## config.mk

```make
export PLATFORM = sky130hd
export DESIGN_NAME = decode_cycle
export DESIGN_NICKNAME = d
export VERILOG_FILES = /design/src/rtl/decode_cycle.sv
export SDC_FILE = /design/constraint.sdc
export NUM_CORES = 2
export LEC_CHECK = 0
export CAP_MARGIN = 15
export CORE_MARGIN = 2
export CORE_UTILIZATION = 52
export CTS_CLUSTER_DIAMETER = 100
export DETAILED_ROUTE_END_ITERATION = 8
export GPL_ROUTABILITY_DRIVEN = 1
export PLACE_DENSITY = 0.79
export SLEW_MARGIN = 20
export SYNTH_ARGS = -nofsm -noshare
export SYNTH_HDL_FRONTEND = slang
export SYNTH_SLANG_ARGS = --single-unit
```

## constraint.sdc

```tcl
create_clock -name clk -period 2.15 [get_ports clk]
set_clock_uncertainty 0.05 [all_clocks]
set_input_delay 0.3225 -clock clk [delete_from_list [all_inputs] [get_ports clk]]
set_output_delay 0.3225 -clock clk [all_outputs]
set_load 0.03 [all_outputs]
```

## src/rtl/decode_cycle.sv

```systemverilog
// Decode stage of the 5-stage MIPS-subset core: register file, control decode,
// sign extension, and the ID/EX pipeline register that feeds execute.
module decode_cycle #(
    parameter bit BYPASS_EN = 1'b1
) (
    input  logic        clk,
    input  logic        rst,
    input  logic [31:0] InstructionD,
    input  logic [31:0] PCPlus4D,
    input  logic        RegWriteW,
    input  logic [4:0]  WriteRegW,
    input  logic [31:0] ResultW,
    input  logic        FlushE,
    output logic        RegWriteE,
    output logic        MemtoRegE,
    output logic        MemWriteE,
    output logic        BranchE,
    output logic [2:0]  ALUControlE,
    output logic        ALUSrcE,
    output logic        RegDstE,
    output logic [31:0] RD1E,
    output logic [31:0] RD2E,
    output logic [4:0]  RsE,
    output logic [4:0]  RtE,
    output logic [4:0]  RdE,
    output logic [31:0] SignImmE,
    output logic [31:0] PCPlus4E
);

    logic [31:0] rf_q [32];

    logic [5:0]  opcode_s;
    logic [5:0]  funct_s;
    logic [4:0]  rs_s;
    logic [4:0]  rt_s;
    logic        wb_active_s;
    logic [31:0] rd1_d;
    logic [31:0] rd2_d;
    logic [31:0] sign_imm_d;

    logic        reg_write_d;
    logic        mem_to_reg_d;
    logic        mem_write_d;
    logic        branch_d;
    logic        alu_src_d;
    logic        reg_dst_d;
    logic [2:0]  alu_control_d;

    logic        reg_write_q;
    logic        mem_to_reg_q;
    logic        mem_write_q;
    logic        branch_q;
    logic        alu_src_q;
    logic        reg_dst_q;
    logic [2:0]  alu_control_q;
    logic [31:0] rd1_q;
    logic [31:0] rd2_q;
    logic [4:0]  rs_q;
    logic [4:0]  rt_q;
    logic [4:0]  rd_q;
    logic [31:0] sign_imm_q;
    logic [31:0] pc_plus4_q;

    assign opcode_s    = InstructionD[31:26];
    assign funct_s     = InstructionD[5:0];
    assign rs_s        = InstructionD[25:21];
    assign rt_s        = InstructionD[20:16];
    assign wb_active_s = RegWriteW && (WriteRegW != 5'd0);

    // $0 is hard-wired to zero; optional write-first forwarding of writeback data
    function automatic logic [31:0] read_port(input logic [4:0] addr);
        logic [31:0] data;
        if (addr == 5'd0) begin
            data = 32'd0;
        end else if (BYPASS_EN && wb_active_s && (WriteRegW == addr)) begin
            data = ResultW;
        end else begin
            data = rf_q[addr];
        end
        return data;
    endfunction

    // Register file write port, cleared on reset
    always_ff @(posedge clk) begin
        if (rst) begin
            for (int i = 0; i < 32; i++) begin
                rf_q[i] <= 32'd0;
            end
        end else if (wb_active_s) begin
            rf_q[WriteRegW] <= ResultW;
        end else begin
            rf_q[WriteRegW] <= rf_q[WriteRegW];
        end
    end

    // Combinational read ports and immediate extension
    always_comb begin
        rd1_d      = read_port(rs_s);
        rd2_d      = read_port(rt_s);
        sign_imm_d = {{16{InstructionD[15]}}, InstructionD[15:0]};
    end

    // Main control decode; unknown R-type funct keeps RegDst but drops the write
    always_comb begin
        reg_write_d   = 1'b0;
        mem_to_reg_d  = 1'b0;
        mem_write_d   = 1'b0;
        branch_d      = 1'b0;
        alu_src_d     = 1'b0;
        reg_dst_d     = 1'b0;
        alu_control_d = 3'b000;
        case (opcode_s)
            6'b000000: begin
                reg_dst_d = 1'b1;
                case (funct_s)
                    6'b100000: begin reg_write_d = 1'b1; alu_control_d = 3'b010; end
                    6'b100010: begin reg_write_d = 1'b1; alu_control_d = 3'b110; end
                    6'b100100: begin reg_write_d = 1'b1; alu_control_d = 3'b000; end
                    6'b100101: begin reg_write_d = 1'b1; alu_control_d = 3'b001; end
                    6'b101010: begin reg_write_d = 1'b1; alu_control_d = 3'b111; end
                    default:   begin reg_write_d = 1'b0; alu_control_d = 3'b000; end
                endcase
            end
            6'b100011: begin
                reg_write_d   = 1'b1;
                mem_to_reg_d  = 1'b1;
                alu_src_d     = 1'b1;
                alu_control_d = 3'b010;
            end
            6'b101011: begin
                mem_write_d   = 1'b1;
                alu_src_d     = 1'b1;
                alu_control_d = 3'b010;
            end
            6'b000100: begin
                branch_d      = 1'b1;
                alu_control_d = 3'b110;
            end
            6'b001000: begin
                reg_write_d   = 1'b1;
                alu_src_d     = 1'b1;
                alu_control_d = 3'b010;
            end
            default: begin
                reg_write_d   = 1'b0;
                alu_control_d = 3'b000;
            end
        endcase
    end

    // ID/EX register; a flush zeroes control but the datapath still loads
    always_ff @(posedge clk) begin
        if (rst) begin
            reg_write_q   <= 1'b0;
            mem_to_reg_q  <= 1'b0;
            mem_write_q   <= 1'b0;
            branch_q      <= 1'b0;
            alu_src_q     <= 1'b0;
            reg_dst_q     <= 1'b0;
            alu_control_q <= 3'b000;
            rd1_q         <= 32'd0;
            rd2_q         <= 32'd0;
            rs_q          <= 5'd0;
            rt_q          <= 5'd0;
            rd_q          <= 5'd0;
            sign_imm_q    <= 32'd0;
            pc_plus4_q    <= 32'd0;
        end else begin
            if (FlushE) begin
                reg_write_q   <= 1'b0;
                mem_to_reg_q  <= 1'b0;
                mem_write_q   <= 1'b0;
                branch_q      <= 1'b0;
                alu_src_q     <= 1'b0;
                reg_dst_q     <= 1'b0;
                alu_control_q <= 3'b000;
            end else begin
                reg_write_q   <= reg_write_d;
                mem_to_reg_q  <= mem_to_reg_d;
                mem_write_q   <= mem_write_d;
                branch_q      <= branch_d;
                alu_src_q     <= alu_src_d;
                reg_dst_q     <= reg_dst_d;
                alu_control_q <= alu_control_d;
            end
            rd1_q      <= rd1_d;
            rd2_q      <= rd2_d;
            rs_q       <= rs_s;
            rt_q       <= rt_s;
            rd_q       <= InstructionD[15:11];
            sign_imm_q <= sign_imm_d;
            pc_plus4_q <= PCPlus4D;
        end
    end

    assign RegWriteE   = reg_write_q;
    assign MemtoRegE   = mem_to_reg_q;
    assign MemWriteE   = mem_write_q;
    assign BranchE     = branch_q;
    assign ALUControlE = alu_control_q;
    assign ALUSrcE     = alu_src_q;
    assign RegDstE     = reg_dst_q;
    assign RD1E        = rd1_q;
    assign RD2E        = rd2_q;
    assign RsE         = rs_q;
    assign RtE         = rt_q;
    assign RdE         = rd_q;
    assign SignImmE    = sign_imm_q;
    assign PCPlus4E    = pc_plus4_q;

endmodule

```

Yosys cells after proc, flatten, opt, wreduce, memory -nomap -nowiden
Memories as Yosys holds them, arrays and structs flattened. A register that Yosys moved wholly into a read port is not among the register bits. Index checks and enable logic that the tools add are counted.

Register bits: 72. Bits in read-only memories: 0. Memories kept: 1. Bits in latches: 0. Word-level logic and storage cells: 58. Bits in writable memories: 1024.

Memory list: rf_q (words 32, width 32, rd ports 2, clocked after memory_dff 2, write ports 32, line 30) `logic [31:0] rf_q [32];`.

Equality and inequality tests: 10. Multiply operators: 0. Bitwise gates (word level): 1. Shift operators: 0. Muxes and demuxes: 21. $add $sub $neg: 0. Magnitude comparators: 0. Reductions and logical operators: 13. Divide/modulo/power cells: 0.

Operator list (count): 32-bit 2-to-1 mux (2); 6-bit == test, second input constant (7); 32-bit OR reduction (1); 1-bit 2-to-1 mux (15); 3-bit one-hot mux with 4 select lines (1); 5-bit zero test (2); 3-bit one-hot mux with 3 select lines (1); 2-bit OR reduction (4); 6-bit by 3-bit == test with 1-bit output, second input constant (1); 6-bit by 4-bit == test with 1-bit output, second input constant (1); 6-bit zero test (1); 5-bit 2-to-1 mux (1); 5-bit nonzero test (1); 5-bit OR reduction (1); 3-bit OR reduction (1); 1-bit one-hot mux with 2 select lines (1); 2-bit AND reduction (1); 1-bit logical AND (1); 0-bit inequality test (1); 1-bit bitwise OR (1).

Depth between registers and ports, before layout
Depth in word-level cells: 9. Depth in mapped cells: 10.

Worst setup path before layout
No wires, ideal clock.

Path kind: input-to-reg. Start point: input InstructionD[23]. End point: register rd1_q[11] (netlist: RD1E[11]) (read register of rf_q). Setup slack: -0.070 ns. Buffers on the path: 3. Data arrival time: 2.053 ns. Stages: 6. Data required time: 1.983 ns. Path through: buf_2 > buf_2 > clkbuf_1 > mux4_2 > a221o_1 > a32o_1.

Longest elaborated chain between the ends: 2.

Ends and longest elaborated chain: start: declaration (line 8) `input logic [31:0] InstructionD,`; 5-bit zero test (line 73) `if (addr == 5'd0) begin`; 2-bit OR reduction (no line); end: declaration (line 56) `logic [31:0] rd1_q;`.

Several ways; a longest one is shown, not always the timed one. A chain may end at the register's enable or synchronous reset.

==> results.md <==
* Status: complete, but fails checks
* Failing checks: setup timing
* Mapped Cells at 3988
* Number of enable flip-flop cells after synthesis at 1024
* Slew headroom at 28.92%
* Non-Filler Instances at 6011
* Post-synth top area cell: edfxtp_1
* Hold slack at 80.15 ps
* Initial antenna violation count at 13
* Num Clock Sinks at 1155
* GRT Util Overall at 33.60%
* Hold Vio Cnt, Final at 0
* Synth cell types at 54
* Post-Synth Simple-Gate Area at 13.53%
* Drt total wl at 196.3 mm
* Max frequency at 459.3 MHz
* PD cells at 762.6 nW/um^2
* I/O Pins at 257
* Root Driver: clkbuf_16
* Placed cells at 5780
* Seq cells post-synth at 1155
* Gp weighted congestion at 0.9740
* Final Max Tran Viols at 0
* Die extent in x at 339.7 um
* Commonest cells post-synth: edfxtp_1, and2_1, mux4_2, clkbuf_1, mux2i_1
* CP arrival at 2720 ps
* CTS tree: built
* Die height at 339.7 um
* Synth Area in XOR/XNOR at 0.1495%
* Tcrit/Tclk final at 101.3%
* Htree depth at 3
* Routed WL per cell at 32.65 um
* Fin worst setup slack at -27.07 ps
* Max-Cap Viols at 0
* Cell with the most instances after synthesis: edfxtp_1
* DP Area at 66480 sq um
* CP Capture Type: flop
* Crit Path Class: reg2reg
* Async S/R FF share, synth at 0%
* Cell Area, Synth at 58590 sq um
* Clock transition at path regs at 60 ps
* Row cnt at 123
* Hpwl dp at 130.0 mm
* CP Max Fanout at 2
* Sequential share of the synthesized area at 56.96%
* Vias in the first global route at 40.70k
* P_leak at 25.43 nW
* 1st-pass router iterations at 7
* DIE AREA at 115400 sq um
* Fraction of layout cells with a size suffix above 1 at 25.58%
* Via count at 40.73k
* RSZ-0062 raised after global routing: false
* Area grow syn2layout at 19.66%
* Mux cell area share after synthesis at 20.59%
* PortBufs at 256
* Synth top area cells: edfxtp_1, mux4_2, and2_1
* Number of setup violations in the final report at 1
* Vias/cell at 6.776
* Synth top area share at 52.48%
* Core area at 112200 sq um
* Worst slew pin tran at 1064 ps
* First-pass GRT wire length at 280.0 mm
* Fin crit period at 2177 ps
* Initial DRC Count at 6657
* Crit path required time at 2700 ps
* Top FF cell, synth: edfxtp_1
* Filler cells at 7741
* Total power draw at 53.46 mW
* DR DRC count at 0
* Crit path launch type: flop
* Initial Utilization at 52.22%
* Post-route ant nets at 0
* Largest net degree at the start of global routing at 60
* Ys Warns at 0
* Adder-cell share of the synthesized area at 0%
* Largest family of logic cells by synthesized area: multiplexers
* Synth Area in Compound Gates at 5.407%
* TritonCTS Buffers at 110
* Cell area after layout at 70110 sq um
* Syn avg cell area at 14.69 sq um
* Worst-Skew Late Latency at 710 ps
* Gr ovfl total at 0
* Max Buffers Root-to-Sink at 3
* VDD IR max at 781.5 uV
* Nets at 4505
* Worst hold path class: in2reg
## layout make-up
class | instances | area [sq um] | share of cell area (%)
antenna | 15 | 37.54 | 0.05354
clock buffer | 139 | 2943 | 4.197
clock inverter | 69 | 623.1 | 0.8887
inverter | 4 | 15.01 | 0.02142
multi-input combinational | 2426 | 23700 | 33.81
sequential | 1155 | 33370 | 47.60
tap | 1500 | 1877 | 2.677
timing repair buffer | 703 | 7540 | 10.75
## path summary, 6_finish.rpt
check	start	endpoint	slack (ps)	cells after the start
setup / recovery	rf_q[17][13]	RD1E[13]	-30	4
hold reg to reg	rf_q[0][8]	RD1E[8]	790	4
setup reg to reg	rf_q[17][13]	RD1E[13]	-30	4
hold / removal	rst	RsE[1]	80	3
## power by group
part | total, mW | leakage [nW] | internal, mW | switching (mW)
Combinational | 7.46 | 12.9 | 3.36 | 4.10
Sequential | 26.5 | 10.8 | 25.7 | 0.779
Clock | 19.5 | 1.74 | 10.7 | 8.83
Total | 53.5 | 25.4 | 39.8 | 13.7
## state kept, by name, summed over array words and instances (netlist names), 3 cells and up
signal       flops
ALUControlE      3
PCPlus4E        32
RD1E            32
RD2E            32
RdE              4
RsE              5
RtE              5
SignImmE        12
rf_q          1024
## per-stage QoR
step                utilization (%)  worst slack (ps)  TNS [ps]
detailed placement            59.26            -897.8   -548830
CTS                           62.42             3.244         0
global route                  62.46             4.953         0
finish                        62.49            -27.07    -27.07
global placement              59.26            -761.1   -487580
floorplan                         -             6.376         0
## cell families (layout without fill, tap and decap cells)
logic type,after synthesis,after routing
AOI/OAI and AO/OA,405,405
xor gates and xnor gates,10,10
buffers and inverters,438,915
DFF,1155,1155
muxes,666,666
other,1,47
and+or+nand+nor,1313,1313
## worst max-delay path, stage by stage (launching register included)
cell and delay [ps]:
edfxtp_1 440, mux4_2 500, mux4_2 470, nand2b_1 280, a32o_1 330
## metal layers
layer | share of wire (%) | global-route usage, % | up-vias
met5 | 0.0071 | 0 | -
met4 | 5.7 | 16.33 | 4
met3 | 16 | 12.25 | 762
met2 | 46 | 52.68 | 3686
met1 | 33 | 41.44 | 20223
li1 | - | - | 16054
## layout by cell type, fill, tap and decap left out, types with 16 or more instances in the layout
cell type	netlist	routed
a211o_1	32	32
a211oi_1	75	75
a21oi_1	37	37
a221oi_1	64	64
a22oi_1	62	62
a32o_1	22	22
and2_1	993	992
buf_12	0	133
buf_4	43	315
clkbuf_1	289	22
clkbuf_16	0	111
clkdlybuf4s50_1	0	191
clkinv_1	0	16
clkinv_2	0	23
conb_1	1	32
dfxtp_1	131	131
dlygate4sd2_1	0	54
edfxtp_1	1024	1024
mux2i_1	222	222
mux4_2	430	430
nand2_1	61	61
nand2b_1	21	21
nand4_1	16	16
nor2_1	59	23
nor2_4	0	35
nor2b_1	95	93
o21bai_1	32	32
or2_2	31	28
## what timing repair did
item,in CTS,in global routing
hold buffers,1,0
pin swaps,1,2
buffers inserted,3,4
endpoints found under the setup margin,75,27
gates resized for setup,54,3
gates cloned,0,0
hold endpoints to repair,1,0
No activity file was read; power rests on OpenSTA's default activity.
